File: config.mk
export PLATFORM = sky130hd
export DESIGN_NAME = blit_scheduler
export DESIGN_NICKNAME = d
export VERILOG_FILES = /design/src/rtl/blit_pkg.sv /design/src/rtl/rect_sweep.sv /design/src/rtl/blit_scheduler.sv
export SDC_FILE = /design/constraint.sdc
export NUM_CORES = 1
export LEC_CHECK = 0
export BUFFER_PORTS_ARGS = -buffer_cell sky130_fd_sc_hd__buf_2
export CAP_MARGIN = 20
export CORE_ASPECT_RATIO = 0.6
export CORE_MARGIN = 4
export CORE_UTILIZATION = 50
export CTS_CLUSTER_DIAMETER = 60
export CTS_CLUSTER_SIZE = 24
export DETAILED_ROUTE_END_ITERATION = 10
export GPL_TIMING_DRIVEN = 0
export PLACE_DENSITY = 0.69
export SLEW_MARGIN = 10
export SYNTH_ARGS = -nofsm -noshare
export SYNTH_HDL_FRONTEND = slang
export SYNTH_SLANG_ARGS = --single-unit
File: constraint.sdc
create_clock -name clock -period 8.98 [get_ports clock]
set_clock_uncertainty 0.2 [all_clocks]
set_input_delay 1.796 -clock clock [delete_from_list [all_inputs] [get_ports clock]]
set_output_delay 1.796 -clock clock [all_outputs]
set_load 0.01 [all_outputs]
File: src/rtl/blit_pkg.sv
// Shared types and defaults for the sprite blit scheduler.
package blit_pkg;

    localparam int unsigned COORD_W  = 8;
    localparam int unsigned COLOUR_W = 3;

    localparam int unsigned SPR_W_DEF = 27;
    localparam int unsigned SPR_H_DEF = 48;
    localparam logic [COLOUR_W-1:0] BG_COLOUR_DEF = 3'b000;

    typedef enum logic [2:0] {
        IDLE,
        LATCH,
        ERASE,
        DRAW,
        DONE
    } state_e;

endpackage

File: src/rtl/rect_sweep.sv
// Raster-order pixel counters for one SPR_W x SPR_H rectangle; wraps to (0,0) after the last pixel.
module rect_sweep
    import blit_pkg::*;
#(
    parameter int unsigned SPR_W = SPR_W_DEF,
    parameter int unsigned SPR_H = SPR_H_DEF
) (
    input  logic               clock,
    input  logic               resetn,
    input  logic               i_clear,
    input  logic               i_enable,
    output logic [COORD_W-1:0] o_ix,
    output logic [COORD_W-1:0] o_iy,
    output logic               o_last
);

    logic [COORD_W-1:0] r_ix;
    logic [COORD_W-1:0] r_iy;
    logic               w_x_end;

    assign w_x_end = (r_ix == COORD_W'(SPR_W - 1));
    assign o_last  = w_x_end && (r_iy == COORD_W'(SPR_H - 1));
    assign o_ix    = r_ix;
    assign o_iy    = r_iy;

    always_ff @(posedge clock or posedge resetn) begin
        if (resetn) begin
            r_ix <= '0;
            r_iy <= '0;
        end else if (i_clear) begin
            r_ix <= '0;
            r_iy <= '0;
        end else if (i_enable) begin
            if (o_last) begin
                r_ix <= '0;
                r_iy <= '0;
            end else if (w_x_end) begin
                r_ix <= '0;
                r_iy <= r_iy + 1'b1;
            end else begin
                r_ix <= r_ix + 1'b1;
            end
        end
    end

endmodule

File: src/rtl/blit_scheduler.sv
// Shares one rectangle blitter between two requesters: erase the old rectangle, draw the new one.
module blit_scheduler
    import blit_pkg::*;
#(
    parameter int unsigned          SPR_W     = SPR_W_DEF,
    parameter int unsigned          SPR_H     = SPR_H_DEF,
    parameter logic [COLOUR_W-1:0]  BG_COLOUR = BG_COLOUR_DEF,
    parameter logic [COORD_W-1:0]   X_INIT    = 8'd160,
    parameter logic [COORD_W-1:0]   Y_INIT    = 8'd190
) (
    input  logic                clock,
    input  logic                resetn,
    input  logic [1:0]          req,
    input  logic [COORD_W-1:0]  x0_in,
    input  logic [COORD_W-1:0]  y0_in,
    input  logic [COORD_W-1:0]  x1_in,
    input  logic [COORD_W-1:0]  y1_in,
    input  logic [COLOUR_W-1:0] colour0_in,
    input  logic [COLOUR_W-1:0] colour1_in,
    output logic [1:0]          grant,
    output logic                busy,
    output logic                done,
    output logic                plot,
    output logic [COORD_W-1:0]  x_out,
    output logic [COORD_W-1:0]  y_out,
    output logic [COLOUR_W-1:0] colour_out
);

    state_e r_state;
    state_e w_state_d;

    logic [1:0]               r_grant;
    logic [1:0]               w_grant_d;
    logic                     r_sel;
    logic                     w_sel_d;
    logic                     r_rr;
    logic                     w_rr_d;
    logic                     w_can_arb;

    logic [1:0][COORD_W-1:0]  r_old_x;
    logic [1:0][COORD_W-1:0]  r_old_y;
    logic [1:0]               r_drawn_valid;
    logic [COORD_W-1:0]       r_new_x;
    logic [COORD_W-1:0]       r_new_y;
    logic [COLOUR_W-1:0]      r_colour;

    logic                     r_busy;
    logic                     r_done;
    logic                     r_plot;
    logic [COORD_W-1:0]       r_x_out;
    logic [COORD_W-1:0]       r_y_out;
    logic [COLOUR_W-1:0]      r_colour_out;
    logic                     r_last_shown;

    logic                     w_sweep;
    logic [COORD_W-1:0]       w_ix;
    logic [COORD_W-1:0]       w_iy;
    logic                     w_last;
    logic [COORD_W-1:0]       w_px;
    logic [COORD_W-1:0]       w_py;
    logic [COLOUR_W-1:0]      w_pc;

    // Counters index the pixel that will be registered onto the outputs at the next edge,
    // so they sit at (0,0) throughout IDLE and LATCH.
    rect_sweep #(
        .SPR_W (SPR_W),
        .SPR_H (SPR_H)
    ) u_sweep (
        .clock    (clock),
        .resetn   (resetn),
        .i_clear  (r_state == IDLE),
        .i_enable (w_sweep),
        .o_ix     (w_ix),
        .o_iy     (w_iy),
        .o_last   (w_last)
    );

    always_ff @(posedge clock or posedge resetn) begin
        if (resetn) begin
            r_state <= IDLE;
        end else begin
            r_state <= w_state_d;
        end
    end

    always_comb begin
        w_state_d = r_state;
        w_grant_d = 2'b00;
        w_sel_d   = r_sel;
        w_rr_d    = r_rr;
        // Arbitrate in DONE too so a held request is granted in the cycle after done.
        w_can_arb = ((r_state == IDLE) && (r_grant == 2'b00)) || (r_state == DONE);

        if (w_can_arb) begin
            unique case (req)
                2'b01: begin
                    w_grant_d = 2'b01;
                    w_sel_d   = 1'b0;
                end
                2'b10: begin
                    w_grant_d = 2'b10;
                    w_sel_d   = 1'b1;
                end
                2'b11: begin
                    w_grant_d = r_rr ? 2'b10 : 2'b01;
                    w_sel_d   = r_rr;
                    w_rr_d    = ~r_rr;
                end
                default: ;
            endcase
        end

        unique case (r_state)
            IDLE:    if (r_grant != 2'b00) w_state_d = LATCH;
            LATCH:   w_state_d = r_drawn_valid[r_sel] ? ERASE : DRAW;
            ERASE:   if (r_last_shown) w_state_d = DRAW;
            DRAW:    if (r_last_shown) w_state_d = DONE;
            DONE:    w_state_d = IDLE;
            default: w_state_d = IDLE;
        endcase

        w_sweep = (w_state_d == ERASE) || (w_state_d == DRAW);
        if (w_state_d == ERASE) begin
            w_px = r_old_x[r_sel] + w_ix;
            w_py = r_old_y[r_sel] + w_iy;
            w_pc = BG_COLOUR;
        end else begin
            w_px = r_new_x + w_ix;
            w_py = r_new_y + w_iy;
            w_pc = r_colour;
        end
    end

    always_ff @(posedge clock or posedge resetn) begin
        if (resetn) begin
            r_grant       <= 2'b00;
            r_sel         <= 1'b0;
            r_rr          <= 1'b0;
            r_old_x       <= {X_INIT, X_INIT};
            r_old_y       <= {Y_INIT, Y_INIT};
            r_drawn_valid <= 2'b00;
            r_new_x       <= '0;
            r_new_y       <= '0;
            r_colour      <= '0;
            r_busy        <= 1'b0;
            r_done        <= 1'b0;
            r_plot        <= 1'b0;
            r_x_out       <= '0;
            r_y_out       <= '0;
            r_colour_out  <= '0;
            r_last_shown  <= 1'b0;
        end else begin
            r_grant      <= w_grant_d;
            r_sel        <= w_sel_d;
            r_rr         <= w_rr_d;
            r_busy       <= (w_state_d != IDLE);
            r_done       <= (w_state_d == DONE);
            r_plot       <= w_sweep;
            r_last_shown <= w_sweep & w_last;
            if (w_sweep) begin
                r_x_out      <= w_px;
                r_y_out      <= w_py;
                r_colour_out <= w_pc;
            end
            if ((r_state == IDLE) && (r_grant != 2'b00)) begin
                r_new_x  <= r_sel ? x1_in : x0_in;
                r_new_y  <= r_sel ? y1_in : y0_in;
                r_colour <= r_sel ? colour1_in : colour0_in;
            end
            if (r_state == DONE) begin
                r_old_x[r_sel]       <= r_new_x;
                r_old_y[r_sel]       <= r_new_y;
                r_drawn_valid[r_sel] <= 1'b1;
            end
        end
    end

    assign grant      = r_grant;
    assign busy       = r_busy;
    assign done       = r_done;
    assign plot       = r_plot;
    assign x_out      = r_x_out;
    assign y_out      = r_y_out;
    assign colour_out = r_colour_out;

endmodule

==> flow_summary.toml <==
[synth]
synthTopCellsByArea = "dfrtp_1, dfstp_2, mux2_2"
muxShareOfSynthArea = 0.141
syn_area_mm2 = 0.00511
synthArstFlopShare = 1.00
synth_top_area_cell = "dfrtp_1"
ys_seq_area_frac = 0.488
ys_ff_latch = 99
syn_nets = 550
synth_compound_area_frac = 0.136
synth_cell_types = 46
synthAdderAreaFrac = 0.0494
synthCells = 489
synth_top_area_frac = 0.406
yosys.area_share.simple = 0.137
synthFlopType = "dfrtp_1"
yosys_warnings = 0
synth_edf_count = 0
synth_xor_area_frac = 0.0240
synth.avg_cell_area_um2 = 10.5
synth_top_family_by_area = "multiplexers"

[worst_setup_path]
cp-start-kind = "register"
path_max_fanout = 10
cpMaxStageDelayCell = "clkbuf_1"
crit_arrival_ns = 3.99
worstPathCellList = "mux2_2 > a21oi_1 > clkbuf_1 > clkbuf_1 > o21ai_0 > ha_1 > a211oi_1 > o21ai_0 > a211oi_1 > o21ai_0 > o211ai_1"
cp-end-kind = "register"
critical_path_class = "reg -> reg"
crit_required_ns = 9.04
path_common_cell = "o21ai_0"
max_stage_delay_ns = 0.45

[clocking]
cts-hold-fix-buffers = 0
postCtsResizedCells = 0
clk_path_buf_depth = 2
path_clk_slew_ns = 0.07
tritoncts = "built"
clock_sink_count = 99
post_cts_buffers = 0
cts_made_buffers = 9
root_buffer = "clkbuf_16"
htree_num_levels = 3
clk_latency_ns = 0.34

[placement]
gp_congestion = 0.862
placement.io_buffers = 65
hpwl_um = 8970
dp.cells = 690

[sta]
max_freq_mhz = 255
tightest_slew_ns = 0.908
relSlewSlack = 0.395
setup_violations = 0
hold_violations = 0
finalSetupTns_ns = 0
period_share = 0.437
finalMaxSlewViolations = 0
rsz0062_at_grt = "no"
fin_crit_ns = 3.92

[global_route]
grt_use_total = 0.206
grt.overflow.total = 0
grt_max_degree = 66
antenna_found_initial = 0
grt_pass1_wl_um = 19700
grt_pass1_vias = 3861

[drt]
dr_total_vias = 3894
drt-total-wl_um = 11900
route.detailed.drc = 0
wl_per_cell_um = 16.9
first_pass_iters = 5
routed_via_density = 5.52
drt_iter0_markers = 211
ant_nets = 0

[floorplan]
rows = 28
die_h_um = 86.3
die_area_mm2 = 0.0120
coreArea_mm2 = 0.00991
io_pins = 66
start_util = 0.516
fp.dieW_um = 139

[finish]
antenna_cells = 0
nFillCells = 828
finalNetCount = 627
syn2layout_area_growth_pct = 16.0
drive_gt1_frac = 0.266
stdcell_count = 706

[power]
power_density_mw_per_mm2 = 230
p_leak_nw = 2.78
peakVddDrop_mv = 0.147
p_total_w = 0.00136

[outcome]
run_status = "complete, no violations"

[min_path]
hold_path_class = "reg -> reg"

[job]
drv_cap = 0
-- placed cells by master (no fill, tap or decap), types with 7 or more instances in the layout --
cell / count
nor3b_1: 8
nor2_1: 36
or2_2: 7
nand2_1: 51
dfstp_2: 16
mux2_2: 34
dfrtp_1: 83
ha_1: 17
o21ai_0: 44
mux2i_1: 34
nand3_1: 10
clkbuf_1: 15
xor2_1: 7
buf_2: 66
a21o_1: 8
clkbuf_16: 9
a21oi_1: 39
xnor2_1: 7
-- through the flow --
stage	setup WS [ns]	hold slack [ns]	util	cell area, um^2
global route	4.74	0.293	0.598	5930
floorplan	4.42	0.233	-	5110
detailed placement	5.16	0.263	0.569	5640
CTS	5.13	0.279	0.598	5930
finish	5.06	0.273	0.598	5930
global placement	3.34	0.251	0.566	5610
-- final cells by class --
| class | count | area (um^2) | share of cell area |
|---|---|---|---|
| plain buffers | 23 | 95.1 | 0.0160 |
| clock buffers | 9 | 225 | 0.0380 |
| clock inverters | 7 | 66.3 | 0.0112 |
| inverters | 8 | 32.5 | 0.00549 |
| multi-input cells | 359 | 2490 | 0.420 |
| flip-flops and latches | 99 | 2500 | 0.421 |
| well taps | 135 | 169 | 0.0285 |
| repair buffers | 66 | 353 | 0.0595 |
-- kinds of logic (layout without fill, tap and decap cells) --
logic type,after synthesis,count (layout)
AO/OA/AOI/OAI,114,114
XOR/XNOR,14,14
adder cells (fa/ha/maj),19,19
buffers and inverters,31,113
flip-flops,99,99
multiplexers,68,68
AND/OR/NAND/NOR,144,144
-- power by group --
part	total [W]	switching, W	internal (W)
clock	0.000383	0.000168	0.000215
combinational	0.000395	0.000220	0.000175
sequential	0.000587	0.0000710	0.000516
total	0.00136	0.000459	0.000905
-- worst max-delay path, delay by kind of cell, from the launching register on --
kind            cells  cell delay, ns
mux                 1            0.39
compound gates      7            1.63
buf+inv             2            0.84
fa+ha+maj           1            0.37
flops               1            0.42
-- Yosys cell counts (all sizes together), types with 8 or more instances --
library cell	count
a21oi	39
clkbuf	15
mux2	34
dfrtp	83
nor2	36
dfstp	16
ha	17
nand2	52
nand3	10
nor3b	8
buf	8
a21o	8
o21ai	45
mux2i	34
-- routing by layer --
| layer | vias up | global-route usage | wire length, um |
|---|---|---|---|
| met5 | - | 0 | 0 |
| met1 | 1897 | 0.301 | 5950 |
| met2 | 99 | 0.321 | 5290 |
| met3 | 8 | 0.0485 | 620 |
| met4 | 0 | 0.0404 | 68 |
| li1 | 1890 | - | - |
-- sequential cells by signal (all words and copies together), names as in the netlist --
signal and flops:
busy 1, colour_out 3, done 1, grant 2
plot 1, r_colour 3, r_drawn_valid 2, r_last_shown 1
r_new_x 8, r_new_y 8, r_old_x 16, r_old_y 16
r_rr 1, r_sel 1, r_state 3, u_sweep.o_ix 8
u_sweep.o_iy 8, x_out 8, y_out 8
-- final timing paths --
path / depth (start not counted) / from / end / slack [ns]
max: 11 / r_sel / y_out[7] / 5.06
min: 2 / y_out[0] / y_out[0] / 0.27
max reg2reg: 11 / r_sel / y_out[7] / 5.06
min reg2reg: 2 / y_out[0] / y_out[0] / 0.27
max in group asynchronous: 3 / resetn / r_old_x[7] / 6.60
min in group asynchronous: 2 / resetn / u_sweep.o_iy[2] / 1.28
No activity file was read; power rests on OpenSTA's default activity.
